$ cat src/rtl/misc_v_pkg.sv
// Shared definitions for the MISC-V 16-bit core: datapath defaults and
// write-back source encodings.
package misc_v_pkg;

  localparam int unsigned DEF_DATA_W = 16;
  localparam int unsigned DEF_RA_W   = 3;
  localparam int unsigned DEF_CNT_W  = 16;
  localparam int unsigned REG_ZERO   = 0;

  typedef enum logic [1:0] {
    WB_ALU = 2'd0,
    WB_MEM = 2'd1,
    WB_PC  = 2'd2
  } wbSrc_e;

endpackage

$ cat src/rtl/writeback_stage_if.sv
// MEM->WB handshake bundle: incoming MEM slot, memory q, pipeline control,
// and the register-file / forwarding outputs of the write-back stage.
interface writeback_stage_if
  import misc_v_pkg::*;
#(
  parameter int unsigned DATA_W = DEF_DATA_W,
  parameter int unsigned RA_W   = DEF_RA_W
);

  logic              IRegWrite;
  logic              IRegStore;
  logic              ILink;
  logic              IValid;
  logic [DATA_W-1:0] IPCP2;
  logic [DATA_W-1:0] IALUResult;
  logic [RA_W-1:0]   IRd;
  logic [DATA_W-1:0] LoadData;
  logic              Stall;
  logic              Flush;

  logic              RfWe;
  logic [RA_W-1:0]   RfAddr;
  logic [DATA_W-1:0] RfData;
  logic              FwdValid;
  logic [RA_W-1:0]   FwdRd;
  logic [DATA_W-1:0] FwdData;

  modport master (
    output IRegWrite, IRegStore, ILink, IValid, IPCP2, IALUResult, IRd,
    output LoadData, Stall, Flush,
    input  RfWe, RfAddr, RfData, FwdValid, FwdRd, FwdData
  );

  modport slave (
    input  IRegWrite, IRegStore, ILink, IValid, IPCP2, IALUResult, IRd,
    input  LoadData, Stall, Flush,
    output RfWe, RfAddr, RfData, FwdValid, FwdRd, FwdData
  );

endinterface

$ cat src/rtl/writeback_stage_mem_wb_reg.sv
// MEM/WB pipeline register. Flush loads a bubble and beats Stall; Stall holds
// every field.
module mem_wb_reg
  import misc_v_pkg::*;
#(
  parameter int unsigned DATA_W = DEF_DATA_W,
  parameter int unsigned RA_W   = DEF_RA_W
) (
  input  logic              clk,
  input  logic              reset,
  input  logic              stall,
  input  logic              flush,
  input  logic              memValid,
  input  logic              memRegWrite,
  input  wbSrc_e            memSrc,
  input  logic [RA_W-1:0]   memRd,
  input  logic [DATA_W-1:0] memData,
  output logic              wbValid,
  output logic              wbRegWrite,
  output wbSrc_e            wbSrc,
  output logic [RA_W-1:0]   wbRd,
  output logic [DATA_W-1:0] wbData
);

  always_ff @(posedge clk or negedge reset) begin
    if (!reset) begin
      wbValid    <= 1'b0;
      wbRegWrite <= 1'b0;
      wbSrc      <= WB_ALU;
      wbRd       <= '0;
      wbData     <= '0;
    end else if (flush) begin
      wbValid    <= 1'b0;
      wbRegWrite <= 1'b0;
      wbSrc      <= WB_ALU;
      wbRd       <= '0;
      wbData     <= '0;
    end else if (!stall) begin
      wbValid    <= memValid;
      wbRegWrite <= memRegWrite;
      wbSrc      <= memSrc;
      wbRd       <= memRd;
      wbData     <= memData;
    end
  end

endmodule

$ cat src/rtl/writeback_stage.sv
// Write-back stage: MEM/WB register, result select, load-hold across stalls,
// register-file write gating, forwarding and saturating retire counter.
module writeback_stage
  import misc_v_pkg::*;
#(
  parameter int unsigned DATA_W = DEF_DATA_W,
  parameter int unsigned RA_W   = DEF_RA_W,
  parameter int unsigned CNT_W  = DEF_CNT_W
) (
  input  logic               clk,
  input  logic               reset,
  writeback_stage_if.slave   wb,
  output logic [CNT_W-1:0]   RetireCnt
);

  wbSrc_e            memSrc;
  logic [DATA_W-1:0] memData;
  logic              wbValid;
  logic              wbRegWrite;
  wbSrc_e            wbSrc;
  logic [RA_W-1:0]   wbRd;
  logic [DATA_W-1:0] wbData;
  logic              holdValid;
  logic [DATA_W-1:0] loadHold;
  logic [DATA_W-1:0] loadValue;
  logic [DATA_W-1:0] wbValue;
  logic              slotLoad;
  logic              slotLeaves;
  logic              writeEn;

  // PC+2 and ALU result share one data field; load data arrives a cycle later.
  always_comb begin
    memSrc = WB_ALU;
    if (wb.ILink) begin
      memSrc = WB_PC;
    end else if (wb.IRegStore) begin
      memSrc = WB_MEM;
    end
  end

  assign memData = wb.ILink ? wb.IPCP2 : wb.IALUResult;

  mem_wb_reg #(
    .DATA_W (DATA_W),
    .RA_W   (RA_W)
  ) u_mem_wb_reg (
    .clk         (clk),
    .reset       (reset),
    .stall       (wb.Stall),
    .flush       (wb.Flush),
    .memValid    (wb.IValid),
    .memRegWrite (wb.IRegWrite),
    .memSrc      (memSrc),
    .memRd       (wb.IRd),
    .memData     (memData),
    .wbValid     (wbValid),
    .wbRegWrite  (wbRegWrite),
    .wbSrc       (wbSrc),
    .wbRd        (wbRd),
    .wbData      (wbData)
  );

  assign slotLoad   = wbValid & (wbSrc == WB_MEM);
  assign slotLeaves = wbValid & ~wb.Stall;

  // Memory q is only valid in the first WB cycle; latch it when a stall begins.
  always_ff @(posedge clk or negedge reset) begin
    if (!reset) begin
      holdValid <= 1'b0;
      loadHold  <= '0;
    end else if (wb.Flush || !wb.Stall) begin
      holdValid <= 1'b0;
    end else if (!holdValid && slotLoad) begin
      holdValid <= 1'b1;
      loadHold  <= wb.LoadData;
    end
  end

  assign loadValue = holdValid ? loadHold : wb.LoadData;

  always_comb begin
    wbValue = wbData;
    case (wbSrc)
      WB_MEM:  wbValue = loadValue;
      default: wbValue = wbData;
    endcase
  end

  assign writeEn = wbValid & wbRegWrite & (wbRd != RA_W'(REG_ZERO)) & ~wb.Stall;

  assign wb.RfWe     = writeEn;
  assign wb.RfAddr   = wbRd;
  assign wb.RfData   = wbValue;
  assign wb.FwdValid = writeEn;
  assign wb.FwdRd    = wbRd;
  assign wb.FwdData  = wbValue;

  always_ff @(posedge clk or negedge reset) begin
    if (!reset) begin
      RetireCnt <= '0;
    end else if (slotLeaves && !(&RetireCnt)) begin
      RetireCnt <= RetireCnt + CNT_W'(1);
    end
  end

endmodule

$ cat src/flat_wrapper.sv
// flat-port wrapper written by rule: the top's interface ports become plain ports
module writeback_stage_flat import misc_v_pkg::*;
#(
  parameter int unsigned DATA_W = DEF_DATA_W,
  parameter int unsigned RA_W   = DEF_RA_W,
  parameter int unsigned CNT_W  = DEF_CNT_W
)
  (clk, reset, RetireCnt, wb_IRegWrite, wb_IRegStore, wb_ILink, wb_IValid, wb_IPCP2, wb_IALUResult, wb_IRd, wb_LoadData, wb_Stall, wb_Flush, wb_RfWe, wb_RfAddr, wb_RfData, wb_FwdValid, wb_FwdRd, wb_FwdData);
  writeback_stage_if #(.DATA_W(DATA_W), .RA_W(RA_W)) wb_i ();
  input  logic clk;
  input  logic reset;
  output logic [CNT_W-1:0] RetireCnt;
  input wire logic [$bits(wb_i.IRegWrite)-1:0] wb_IRegWrite;
  input wire logic [$bits(wb_i.IRegStore)-1:0] wb_IRegStore;
  input wire logic [$bits(wb_i.ILink)-1:0] wb_ILink;
  input wire logic [$bits(wb_i.IValid)-1:0] wb_IValid;
  input wire logic [$bits(wb_i.IPCP2)-1:0] wb_IPCP2;
  input wire logic [$bits(wb_i.IALUResult)-1:0] wb_IALUResult;
  input wire logic [$bits(wb_i.IRd)-1:0] wb_IRd;
  input wire logic [$bits(wb_i.LoadData)-1:0] wb_LoadData;
  input wire logic [$bits(wb_i.Stall)-1:0] wb_Stall;
  input wire logic [$bits(wb_i.Flush)-1:0] wb_Flush;
  output wire logic [$bits(wb_i.RfWe)-1:0] wb_RfWe;
  output wire logic [$bits(wb_i.RfAddr)-1:0] wb_RfAddr;
  output wire logic [$bits(wb_i.RfData)-1:0] wb_RfData;
  output wire logic [$bits(wb_i.FwdValid)-1:0] wb_FwdValid;
  output wire logic [$bits(wb_i.FwdRd)-1:0] wb_FwdRd;
  output wire logic [$bits(wb_i.FwdData)-1:0] wb_FwdData;
  assign wb_i.IRegWrite = wb_IRegWrite;
  assign wb_i.IRegStore = wb_IRegStore;
  assign wb_i.ILink = wb_ILink;
  assign wb_i.IValid = wb_IValid;
  assign wb_i.IPCP2 = wb_IPCP2;
  assign wb_i.IALUResult = wb_IALUResult;
  assign wb_i.IRd = wb_IRd;
  assign wb_i.LoadData = wb_LoadData;
  assign wb_i.Stall = wb_Stall;
  assign wb_i.Flush = wb_Flush;
  assign wb_RfWe = wb_i.RfWe;
  assign wb_RfAddr = wb_i.RfAddr;
  assign wb_RfData = wb_i.RfData;
  assign wb_FwdValid = wb_i.FwdValid;
  assign wb_FwdRd = wb_i.FwdRd;
  assign wb_FwdData = wb_i.FwdData;
  writeback_stage #(.DATA_W(DATA_W), .RA_W(RA_W), .CNT_W(CNT_W)) u_core (.clk(clk), .reset(reset), .wb(wb_i), .RetireCnt(RetireCnt));
endmodule
$ cat config.mk
export PLATFORM = sky130hd
export DESIGN_NAME = writeback_stage_flat
export DESIGN_NICKNAME = d
export VERILOG_FILES = /design/src/rtl/misc_v_pkg.sv /design/src/rtl/writeback_stage_if.sv /design/src/rtl/writeback_stage_mem_wb_reg.sv /design/src/rtl/writeback_stage.sv /design/src/flat_wrapper.sv
export SDC_FILE = /design/constraint.sdc
export NUM_CORES = 1
export LEC_CHECK = 0
export BUFFER_PORTS_ARGS = -buffer_cell sky130_fd_sc_hd__buf_4
export CORE_MARGIN = 10
export CORE_UTILIZATION = 53
export DETAILED_ROUTE_END_ITERATION = 6
export PLACE_DENSITY = 0.87
export SYNTH_ARGS = -nofsm -noshare
export SYNTH_HDL_FRONTEND = slang
export SYNTH_SLANG_ARGS = --single-unit
$ cat constraint.sdc
create_clock -name clk -period 3.1 [get_ports clk]
set_input_delay 0.62 -clock clk [delete_from_list [all_inputs] [get_ports clk]]
set_output_delay 0.62 -clock clk [all_outputs]
set_load 0.02 [all_outputs]
==> run metrics, run 1 <==
syn_nets 360; nets@finish 448; ys flop type dfrtp_1; Adder-Cell Fraction of Synth Area 0.00410; largest net degree at the start of global routing 57; drt pass-1 iters 4; Critical Path AT 1850 ps; postcts setup bufs 0; fraction of registers with async set/reset 1.00; ant diodes 0; MaxCap Viol Count 0; total track usage 0.168; hold crit path type input port to asynchronous set/reset pin; largest family of logic cells by synthesized area multiplexers; HPWL Detailed 6.00 mm; Worst-Skew Late Latency 300 ps; period utilization 0.797; GRT overflow 0; Max IR drop VDD between 0.2 and 0.3 mV; # IOs 115; proportion of layout cells with a drive suffix above 1 0.365; vias in the first global route around 2600; DIE WIDTH 95.9 um; CP endpoint kind primary output; Post-synth EDFFs 0; wirelength, routed just under 8 mm; pwr/cell area 423 nW/um2; RSZ-0062 raised after global routing no; status finished clean; flops & latches, synth 56; post-synthesis simple-gate area fraction 0.166; Num CTS Buffers 5; clock tree buffer depth 2; Total Die Area 9190 um2; FMAX 405 MHz; # hold bufs at CTS 0; fin area 3890 um2; Ys Warns 0; Hold Worst Slack 348 ps; GPL Wtd Cong 0.852; CTS Sinks 56; initial antenna violation count 0; routed vias roughly 2500; drc violations 0; first-pass GRT wire length roughly 12 mm; critical path launch point type register; Core Region about 5500 um2; Synth Area in Compound Gates 0.0750; Finished Layout Cells 461; row count 27; PortBufs 114; mux contribution to synthesized area 0.196; Lkg Pwr around 0.0020 uW; Layout area overhead 27.6%; Unique masters post-synth 38; Req. time, crit path 2480 ps; H-Tree Depth 2; starting density of the core 0.551; die height ~96 um; Crit Reg-Reg Startpoint u_core.RetireCnt[0]; Vias per Instance 5.41; Critical Path Start u_core.u_mem_wb_reg.wbSrc[1]; Root Buffer clkbuf_8; Slew headroom 0.540; Routed wire per std cell 16.7 um; synthesized area about 3100 um2; synthesized netlist cell count 300; clock-pin slew on the worst setup and hold paths about 90 ps; setup violators final 0; DP Area between 3000 and 4000 um2; Post-DRT Antenna Nets 0; CTS tree built; Seq/Total Area, Yosys 0.459; post-synthesis xor/xnor area fraction 0.0287; Crit Path Class register to primary output; Iter 0 DRT Violations 115; DP Cell Count 453; CP max FO 17; Slew Limit Fails 0; Fin. Hold Viols 0; clk_skew 7.18 ps; post-layout min period ~2500 ps; Worst Tran Pin Value about 690 ps; cts repair resizes 0; syn_area_per_cell 10.2 um2; setup_tns 0 ps
-- power breakdown --
part	switching (uW)	leakage [uW]	total (uW)	internal, uW
logic	213	0.00117	405	192
clock network	217	0.0000455	400	183
registers	56.2	0.000757	841	785
-- logic make-up after synthesis --
group	Yosys count
DFF	56
muxes	57
AOI/OAI and AO/OA	43
buffers and inverters	36
xor gates and xnor gates	10
and+or+nand+nor	97
adders and majority gates	1
-- final timing paths --
check | endpoint | slack [ps] | cells after the start
setup / recovery | wb_FwdData[3] | 630 | 4
hold / removal | u_core.loadHold[9] | 350 | 1
setup reg to reg | u_core.RetireCnt[1] | 1100 | 5
hold reg to reg | u_core.loadHold[12] | 500 | 1
max in group asynchronous | u_core.u_mem_wb_reg.wbSrc[1] | 2280 | 1
min in group clk | u_core.loadHold[12] | 500 | 1
-- through the flow --
stage,total power [uW],utilization,setup WS [ps]
floorplan,1080,-,795
global placement,1250,0.686,979
detailed placement,1270,0.686,924
CTS,1660,0.703,602
global route,1720,0.703,415
finish,1650,0.703,630
-- placed cells by master (no fill, tap or decap), drive strengths merged, types with 2 or more instances in the layout --
cell,instances
mux2i,38
nand4,7
nand2b,2
nand2,21
nor2b,2
a31oi,3
xnor2,4
buf,117
o21ai,18
nand3,6
a21oi,19
dfrtp,56
xor2,6
nor3b,3
nor4,3
and3,3
clkbuf,8
nor3,5
nor2,41
mux2,19
-- routing by layer --
metal / up-vias / global-route usage / routed length [um]
met3: 8 / 0.0444 / 639
met2: 83 / 0.296 / 3950
met1: 1199 / 0.192 / 3010
li1: 1203 / - / -
met5: - / 0 / 0
met4: 0 / 0.0590 / 106
-- state kept, by name, indices dropped and copies added, names as in the netlist --
signal and cells:
u_core.RetireCnt 16, u_core.loadHold 16, u_core.u_mem_wb_reg.wbData 16, u_core.u_mem_wb_reg.wbRd 3, u_core.u_mem_wb_reg.wbSrc 2, u_core.holdValid 1
u_core.u_mem_wb_reg.wbRegWrite 1, u_core.u_mem_wb_reg.wbValid 1
-- critical path: stages, from the launching register on --
cell and delay, ps:
dfrtp_1 400, nand2b_1 390, buf_4 310, o21ai_0 250, buf_4 200
-- cells in the mapped netlist (all sizes together) (2+ instances only) --
cell,n,share of area
dfrtp,56,0.46
nor2,41,0.051
mux2i,38,0.12
buf,26,0.059
nand2,21,0.026
a21oi,19,0.031
mux2,19,0.071
o21ai,18,0.030
clkbuf,10,0.012
nand4,7,0.019
nand3,6,0.011
xor2,6,0.017
nor3,5,0.0098
xnor2,4,0.011
a31oi,3,0.0062
and3,3,0.0062
nor3b,3,0.0074
nor4,3,0.013
nand2b,2,0.0066
nor2b,2,0.0041
-- area by class of cell --
cell class | instances | area [um2]
Clock buffer | 8 | 90.1
Sequential cell | 56 | 1400
Tap cell | 72 | 90.1
Timing Repair Buffer | 117 | 878
Fill cell | 433 | 1650
Multi-Input combinational cell | 208 | 1430
Note: power is estimated with default switching activity, not from simulation.
==> inputs of run 2 (changes only) <==
- ABC_AREA: unset -> 1
- CORE_UTILIZATION: 53 -> 50
- PLACE_DENSITY: 0.87 -> 0.83
- clock period: 3.1 -> 2.56 ns (I/O delays scaled with it)
==> run 2 against run 1 <==
Against the previous run: power grew 18%; die area is 6.0% higher; first-iteration DRC count is 20% lower; synthesized area up 1.6%; global-route usage grew 0.27 points; critical path type unchanged; largest power group unchanged; highest routed layer unchanged.
==> run metrics, run 2 <==
status finished clean; Core Region between 5000 and 6000 um2; post-synthesis simple-gate area fraction 0.226; Slew Limit Fails 0; commonest non-fill, non-tap cell in the layout buf_4; GPL Wtd Cong 0.837; setup_tns 0 ps; Post-DRT Antenna Nets 0; synthesized netlist cell count 391; Synth Area in Compound Gates 0.121; drt pass-1 iters 4; Req. time, crit path 2050 ps; routed vias 2896; CTS Sinks 56; Crit Reg-Reg Startpoint u_core.RetireCnt[1]; mux contribution to synthesized area 0.0517; syn_nets around 450; Slew headroom 0.490; syn_area_per_cell 7.93 um2; fraction of registers with async set/reset 1.00; HPWL Detailed 6.56 mm; Place WS 424 ps; CTS tree built; top-count cell post-synth nand2_1; Vias per Instance approximately 5.2; Fin. Hold Viols 0; Synth top area share 0.452; proportion of layout cells with a drive suffix above 1 0.283; leading registers by flop count u_core.RetireCnt (16), u_core.loadHold (16), u_core.u_mem_wb_reg.wbData (16); nets@finish 540; most frequent cells in the layout 117 x buf_4, 111 x nand2_1, 56 x dfrtp_1; Iter 0 DRT Violations 92; Lkg Pwr 0.00210 uW; Critical Path AT 1860 ps; starting density of the core 0.520; period utilization 0.925; area leader, netlist dfrtp_1; Total Die Area 9750 um2; Critical Path Start u_core.u_mem_wb_reg.wbSrc[1]; vias in the first global route roughly 3000; Num CTS Buffers 5; postcts setup bufs 0; first-pass GRT wire length 13.9 mm; initial antenna violation count 0; Layout area overhead 26.4%; Worst Tran Pin Value 763 ps; die height 98.7 um; clock share of power 0.235; Int Pwr 1350 uW; combinational group share of total power 0.251; Final WS setup 192 ps; Fill cells 515; Post-synth EDFFs 0; Max IR drop VDD 0.361 mV; Synth top cells by count 111 x nand2_1, 56 x dfrtp_1, 46 x inv_1, 37 x o22ai_1, 31 x nor2_1; Adder-Cell Fraction of Synth Area 0.00404; Switching Share 0.306; top cells by area, synth dfrtp_1 45%, nand2_1 13%, o22ai_1 7.5%; total track usage 0.171; largest family of logic cells by synthesized area simple AND/OR/NAND/NOR gates; post-layout min period approximately 2400 ps; wirelength, routed approximately 8.5 mm; Ys Warns 0; clock-pin slew on the worst setup and hold paths 90 ps; RSZ-0062 raised after global routing no; ys flop type dfrtp_1; Pwr Total 1950 uW; CP endpoint kind primary output; row count 28; Worst-Skew Late Latency 310 ps; Routed wire per std cell around 15 um; sw power roughly 600 uW; FMAX between 400 and 500 MHz; Finished Layout Cells about 560; clk_skew 3.82 ps; ant diodes 0; R2R depth 8; PortBufs 114; Crit Path Class register to primary output; DP Cell Count 548; drc violations 0; critical path launch point type register; Root Buffer clkbuf_8; post-synthesis xor/xnor area fraction 0.00848; hold crit path type input port to asynchronous set/reset pin; H-Tree Depth 2; MaxCap Viol Count 0; Unique masters post-synth 28; # IOs about 120; flops & latches, synth 56; GRT overflow 0; Seq/Total Area, Yosys 0.452; setup violators final 0; largest net degree at the start of global routing 57; Flop pwr share 0.515; DIE WIDTH 98.7 um; pwr/cell area 497 nW/um2; clock tree buffer depth 2; CP max FO 17; synthesized area 3100 um2
-- run 2: routing by layer --
layer  track usage  share of wire
met5             0              0
met4        0.0673          0.021
met3        0.0580          0.078
met2         0.296           0.50
met1         0.188           0.40
-- run 2: metrics by stage --
| stage | hold slack, ps | utilization | instance area [um2] |
|---|---|---|---|
| after floorplan | 216 | - | 3100 |
| after global placement | 455 | 0.644 | 3840 |
| after detailed placement | 461 | 0.644 | 3840 |
| after CTS | 274 | 0.657 | 3920 |
| after global routing | 292 | 0.658 | 3920 |
| final | 243 | 0.658 | 3920 |
-- run 2: power by group through the flow --
stage | Sequential, uW | Clock, uW | Combinational [uW]
after detailed placement | 1020 | 0 | 497
after CTS | 1000 | 471 | 496
after global routing | 1010 | 504 | 533
final | 1000 | 457 | 489
after global placement | 1020 | 0 | 484
after floorplan | 1040 | 0 | 249
-- run 2: worst paths after layout --
kind | to | slack [ps]
max in group asynchronous | u_core.RetireCnt[7] | 1850
worst max-delay path | wb_RfData[4] | 190
min in group clk | u_core.loadHold[6] | 410
worst max register to register | u_core.RetireCnt[10] | 1020
worst min-delay path | u_core.RetireCnt[13] | 240
worst min register to register | u_core.loadHold[2] | 480
-- run 2: final cells by class --
type	instances	area (um2)	share of cell area
multi-input combinational	250	1270	0.325
clock buffer	6	72.6	0.0185
tap	75	93.8	0.0239
clock inverter	1	5.00	0.00128
timing repair buffer	117	878	0.224
sequential	56	1400	0.358
inverter	50	194	0.0495
-- run 2: critical path: stages (launching register included) --
cell	delay, ps
dfrtp_1	370
inv_1	60
nand2_1	120
clkinvlp_4	240
buf_4	240
o21ai_0	130
o22ai_1	190
buf_4	190
-- run 2: repair_timing --
| action | 4_1_cts | 5_1_grt |
|---|---|---|
| setup endpoints to repair | 0 | 16 |
| hold buffers | 0 | 0 |
| resized for setup | 0 | 1 |
-- run 2: kinds of logic (layout without fill, tap and decap cells) --
family / Yosys count / in the layout
compound gates: 65 / 65
xor+xnor: 3 / 3
fa+ha+maj: 1 / 1
buf+inv: 85 / 174
flops: 56 / 56
mux: 16 / 16
simple gates: 165 / 165
